`src/rtl/bit_serial_adder_pkg.sv`:
```
// Shared state encoding and default width for the bit-serial adder.
package bit_serial_adder_pkg;

  typedef enum logic [1:0] {
    IDLE = 2'd0,
    RUN  = 2'd1,
    DONE = 2'd2
  } serial_state_t;

  localparam int DEFAULT_WIDTH = 8;

endpackage

```
`src/rtl/bit_serial_adder_full_adder.sv`:
```
// One-bit full-adder cell: combinational, zero latency, no flow control.
module fullAdder (
  input  logic a,
  input  logic b,
  input  logic cin,
  output logic s,
  output logic cout
);

  assign s    = a ^ b ^ cin;
  assign cout = (a & b) | (cin & (a ^ b));

endmodule

```
`src/rtl/bit_serial_adder.sv`:
```
// Serial LSB-first adder: WIDTH+1 cycles from accepted start to done pulse.
// Accepts start only while ready (IDLE or DONE); start during RUN is dropped, never queued.
module bit_serial_adder
  import bit_serial_adder_pkg::*;
#(
  parameter int WIDTH = DEFAULT_WIDTH
) (
  input  logic             clk,
  input  logic             reset,
  input  logic             start,
  input  logic [WIDTH-1:0] A,
  input  logic [WIDTH-1:0] B,
  input  logic             Cin,
  output logic             ready,
  output logic             busy,
  output logic             done,
  output logic [WIDTH-1:0] S,
  output logic             Cout
);

  localparam int CNT_W = $clog2(WIDTH);
  localparam logic [CNT_W-1:0] LAST_BIT = CNT_W'(WIDTH - 1);

  serial_state_t    state;
  logic [WIDTH-1:0] op_a;
  logic [WIDTH-1:0] op_b;
  logic [WIDTH-2:0] acc;
  logic             carry;
  logic [CNT_W-1:0] cnt;

  logic             cell_sum;
  logic             cell_cout;
  logic [WIDTH-1:0] acc_next;

  fullAdder u_cell (
    .a    (op_a[0]),
    .b    (op_b[0]),
    .cin  (carry),
    .s    (cell_sum),
    .cout (cell_cout)
  );

  // acc holds only the upper WIDTH-1 result bits; the full word appears on the final shift
  assign acc_next = {cell_sum, acc};

  always_ff @(posedge clk or posedge reset) begin
    if (reset) begin
      state <= IDLE;
      ready <= 1'b1;
      busy  <= 1'b0;
      done  <= 1'b0;
      op_a  <= '0;
      op_b  <= '0;
      acc   <= '0;
      carry <= 1'b0;
      cnt   <= '0;
      S     <= '0;
      Cout  <= 1'b0;
    end else begin
      case (state)
        IDLE, DONE: begin
          if (start) begin
            state <= RUN;
            ready <= 1'b0;
            busy  <= 1'b1;
            done  <= 1'b0;
            op_a  <= A;
            op_b  <= B;
            carry <= Cin;
            cnt   <= '0;
          end else begin
            state <= IDLE;
            ready <= 1'b1;
            busy  <= 1'b0;
            done  <= 1'b0;
          end
        end
        RUN: begin
          op_a  <= {1'b0, op_a[WIDTH-1:1]};
          op_b  <= {1'b0, op_b[WIDTH-1:1]};
          acc   <= acc_next[WIDTH-1:1];
          carry <= cell_cout;
          cnt   <= cnt + 1'b1;
          if (cnt == LAST_BIT) begin
            state <= DONE;
            ready <= 1'b1;
            busy  <= 1'b0;
            done  <= 1'b1;
            S     <= acc_next;
            Cout  <= cell_cout;
          end
        end
        default: begin
          state <= IDLE;
          ready <= 1'b1;
          busy  <= 1'b0;
          done  <= 1'b0;
        end
      endcase
    end
  end

endmodule

```
`config.mk`:
```
export PLATFORM = sky130hd
export DESIGN_NAME = bit_serial_adder
export DESIGN_NICKNAME = d
export VERILOG_FILES = /design/src/rtl/bit_serial_adder_pkg.sv /design/src/rtl/bit_serial_adder_full_adder.sv /design/src/rtl/bit_serial_adder.sv
export SDC_FILE = /design/constraint.sdc
export NUM_CORES = 1
export LEC_CHECK = 0
export ABC_AREA = 1
export BUFFER_PORTS_ARGS = -buffer_cell sky130_fd_sc_hd__buf_4
export CAP_MARGIN = 30
export CORE_ASPECT_RATIO = 1.2
export CORE_UTILIZATION = 45
export DETAILED_ROUTE_END_ITERATION = 8
export PLACE_DENSITY = 0.66
export SETUP_SLACK_MARGIN = 0.2
export SLEW_MARGIN = 10
export SYNTH_ARGS = -nofsm -noshare
export SYNTH_HDL_FRONTEND = slang
export SYNTH_SLANG_ARGS = --single-unit
```
`constraint.sdc`:
```
create_clock -name clk -period 1.6 [get_ports clk]
set_clock_uncertainty 0.15 [all_clocks]
set_input_delay 0.32 -clock clk [delete_from_list [all_inputs] [get_ports clk]]
set_output_delay 0.32 -clock clk [all_outputs]
set_load 0.005 [all_outputs]
```
## Yosys cells after proc, flatten, opt, wreduce, memory -nomap -nowiden

Cells that the tools add are included.

- Flip-flop bits (word level): 41
- Output and inout port bits: 12
- Logic and storage cells: 45

- Add/subtract/negate cells: 1
- Equality and inequality tests: 5
- Mux-type cells: 18
- Bitwise logic cells: 5
- Reductions and logical operators: 5

Operators by type and width:

| kind | count |
|---|---|
| 8-bit case mux with 2 select lines | 2 |
| 8-bit two-way mux | 2 |
| 1-bit two-way mux | 7 |
| 1-bit case mux with 2 select lines | 3 |
| 3-bit case mux with 2 select lines | 1 |
| 2-bit inequality test, second input constant | 2 |
| 2-bit case mux with 2 select lines | 1 |
| 2-bit AND reduction | 2 |
| 3-bit by 1-bit adder with 3-bit output, second input constant | 1 |
| 3-bit == test, second input constant | 1 |
| 3-bit two-way mux | 1 |
| 1-bit bitwise AND | 2 |
| 2-bit by 1-bit == test with 1-bit output, second input constant | 1 |
| 2-bit == test, second input constant | 1 |
| 2-bit zero test | 1 |
| 2-bit two-way mux | 1 |
| 2-bit nonzero test | 1 |
| 2-bit OR reduction | 1 |
| 1-bit XOR | 2 |
| 1-bit bitwise OR | 1 |

## Logic depth before layout (Yosys ltp)

- Depth in word-level cells: 4
- Depth in mapped cells: 8
- Gate-level depth less buffers: 6

## By module

From an unflattened synthesis, not the netlist that was laid out.

- Cells, all modules: 226
- Area total of the unflattened synthesis: 1888.1 sq um

Modules (own cells, without submodules):

| module | times used | cells each | area each (sq um) |
|---|---|---|---|
| bit_serial_adder | 1 | 225 | 1868.0 |
| fullAdder | 1 | 1 | 20.0 |

## Worst setup path before layout

No wires, ideal clock.

- Path type: register to register
- Start: reg cnt[0]
- End: reg S[5]
- Library setup time: 0.074 ns
- Data arrival time: 1.162 ns
- Path slack: 0.214 ns
- Stages on the path, launching flop included: 7
- Buffers on the path: 1
- Period minus slack after synthesis: 1.386 ns
- Cell sequence: dfrtp_1 > ha_1 > ha_1 > nand2_4 > buf_6 > nand2_1 > o21ai_2

- Word-level cells in the longest chain between the ends: 2

RTL lines:

| what | RTL line | text |
|---|---|---|
| from (decl) | bit_serial_adder.sv:29 | `logic [CNT_W-1:0] cnt;` |
| from (signal assigned) | bit_serial_adder.sv:83 | `cnt <= cnt + 1'b1;` |
| 3-bit == test | bit_serial_adder.sv:84 | `if (cnt == LAST_BIT) begin` |
| 2-bit AND reduction (no line) | -- |  |
| to (signal assigned) | bit_serial_adder.sv:89 | `S <= acc_next;` |
| to (decl) | bit_serial_adder.sv:17 | `output logic [WIDTH-1:0] S,` |

No other way between the ends.
A chain may end at the register's enable or synchronous reset.

## Worst setup path in the final report

- Start: reg ready
- End: out ready

RTL lines:

| what | RTL line | text |
|---|---|---|
| from (decl) | bit_serial_adder.sv:14 | `output logic ready,` |
| from (signal assigned) | bit_serial_adder.sv:49 | `ready <= 1'b1;` |
| from (signal assigned) | bit_serial_adder.sv:64 | `ready <= 1'b0;` |
| from (signal assigned) | bit_serial_adder.sv:73 | `ready <= 1'b1;` |

No word-level cell between the ends.

==> run summary <==
Status = finished, final reports clean
Initial antenna violation count = 0
Max-cap violations = 0
Worst R2R End = S[7]
Endpoints failing hold = 0
Detailed Routing Iterations Pass 1 = 4
Clk pin slew, worst setup/hold paths = 0.07 ns
EDFF count, synth = 0
Via count = 1489
Final setup vio count = 0
First-pass GRT wire length = 6160 um
Sink Count = 40
Vias in the first global route = 1379
Buffers added on ports = 31
CTS H-Tree Depth = 2
Footprint of the multi-input gates = 699 um2
Min cycle time layout = 1.39 ns
DP HPWL = 2330 um
Clock latency at the later pin of the worst-skew pair = 0.30 ns
Yosys reg bits = 40
Cell Area, Synth = 1890 um2
Data arrival, critical path = 0.92 ns
Max_slew headroom = 0.841
Pwr Density = 2000 nW/um2
Cell variety after synth = 21
Hold path endpoint = op_b[7]
Critical path startpoint = ready
DRT antenna net count = 0
Post-Layout Cell Count = 324
Crit. End Element = primary output
Residual DRC = 0
Critical path startpoint category = register
Sequential standard cell area = 1000 um2
TNS Setup = 0 ns
Die H = 73.0 um
DIE AREA = 4460 um2
Slew @ Worst Pin = 0.238 ns
Syn_area_per_cell = 8.35 um2
GP Congestion = 0.714
Clk buf depth = 2
YS warnings = 0
Most frequent cells after synthesis = nand2_1 (73), inv_1 (41), dfrtp_1 (39), nand3_1 (32), o21ai_0 (9)
Proportion of layout cells with a drive suffix above 1 = 0.278
Fmax = 717 MHz
Row cnt = 25
Final net count = 292
Via/cell ratio = 4.60
Critical Path, Cell by Cell = buf_6
R2R cell count = 3
Core ar. = 3970 um2
# IOs = 32
CP Max Fanout = 2
Placed cell count = 307
Share of the synthesized area in the top cell type = 0.517
CP delay by family, top = flip-flops
Fin util = 0.613
Die Wd = 61.1 um
Top cell type by total area after synthesis = dfrtp_1
Total power = 4.87 mW
Buffers & Inverters on Critical Path = 1
Routed WL per cell = 11.3 um
Pin count of the biggest net entering global routing = 41
Detailed Route Iter0 Violations = 65
CTS tree = built
Starting Density = 0.475
Seq/Total Area, Yosys = 0.531
CP peak stage delay = 0.54 ns
Synth area leaders = dfrtp_1 (52%), nand2_1 (15%), nand3_1 (8.5%)
Worst hold stages = 3
Worst EP required = 1.13 ns
CTS Root Cell = clkbuf_8
VDD IR max = 0.000994 V
Cells after Synth = 226
Flop2flop setup slack = 0.22 ns
Reg-to-reg startpoint = op_a[0]
Routed wire length = 3670 um
Remaining Overflow, GRT = 0
Top_reg_cell synth = dfrtp_1
CP max stage cell = dfstp_2
Lkg Pwr = 1.34 nW
Hold Startpoint = B[7]
FFs w/ async S/R, synth = 1.00
RSZ-0062 raised after global routing = yes
CTS Buf Count = 5
Final Slew Violations = 0
Layout area overhead = 29.0%
Total GRT Usage = 0.191
Most common cell in the netlist = nand2_1
Critical path class = reg2out
Antenna cells = 0
Hold Path Class = in2reg
Fillers = 352
Synth Net Count = 249
Crit share post-route = 0.871
-- per-stage QoR --
stage	area [um2]	hold WS (ns)	worst slack, ns
3_3_place_gp	2170	0.251	0.145
3_5_place_dp	2170	0.253	0.104
2_1_floorplan	1890	0.291	0.214
6_report	2430	0.0921	0.206
4_1_cts	2350	0.0866	0.198
5_1_grt	2430	0.102	0.165
-- power by group --
part           switching [mW]  total (mW)  internal [mW]
clock                   0.350       0.813          0.463
combinational            1.31        2.29          0.979
sequential              0.271        1.78           1.50
total                    1.93        4.87           2.95
-- worst max-delay path by stage --
| stage | cells after the start | slack [ns] | to |
|---|---|---|---|
| detailed placement | 6 | 0.10 | S[0] |
| floorplan | 1 | 0.21 | Cout |
| CTS | 1 | 0.20 | ready |
| global placement | 6 | 0.15 | S[0] |
| finish | 1 | 0.21 | ready |
| global route | 1 | 0.17 | ready |
-- timing repair --
action / 4_1_cts / 5_1_grt
setup endpoints to repair: 29 / 28
setup buffers: 4 / 3
endpoints found under the hold margin: 39 / 0
gates resized for setup: 6 / 8
hold buffers: 1 / 0
pin swaps: 1 / 2
cloned: 0 / 1
-- registers in the layout, indices dropped and copies added, names as in the netlist --
register / flops
Cout: 1
S: 8
acc: 7
busy: 1
carry: 1
cnt: 3
done: 1
op_a: 8
op_b: 8
ready: 1
state: 1
-- layout make-up --
cell class                      count  share of cell area
Sequential cell                    40               0.412
Multi-Input combinational cell    133               0.287
Timing Repair Buffer               45               0.159
Inverter                           44              0.0699
Clock buffer                        6              0.0298
Tap cell                           54              0.0277
Clock inverter                      2              0.0144
-- metal layers --
layer,global-route usage,wire length [um],part of all wire
met1,0.242,1630,0.44
met2,0.303,1820,0.49
met3,0.0532,152,0.041
met4,0.0833,70,0.019
met5,0,0,0
-- layout by cell type (no fill, tap or decap), types with 2 or more instances in the layout --
cell type  netlist  routed
o21ai_2          8      10
inv_1           41      39
nand2_1         73      73
clkbuf_8         0       5
inv_2            2       4
o21ai_0          9       8
buf_12           0       2
nand3_1         32      32
buf_4            1      40
dfrtp_1         39      38
nand2_8          0       2
-- cell families (layout without fill, tap and decap cells) --
family	count (synthesis)	after routing	share of synthesized area
AOI/OAI and AO/OA	19	19	0.0663
DFF	40	40	0.531
and+or+nand+nor	111	111	0.256
adders and majority gates	3	3	0.0239
buffers and inverters	53	97	0.123
Note: power is estimated with default switching activity, not from simulation.
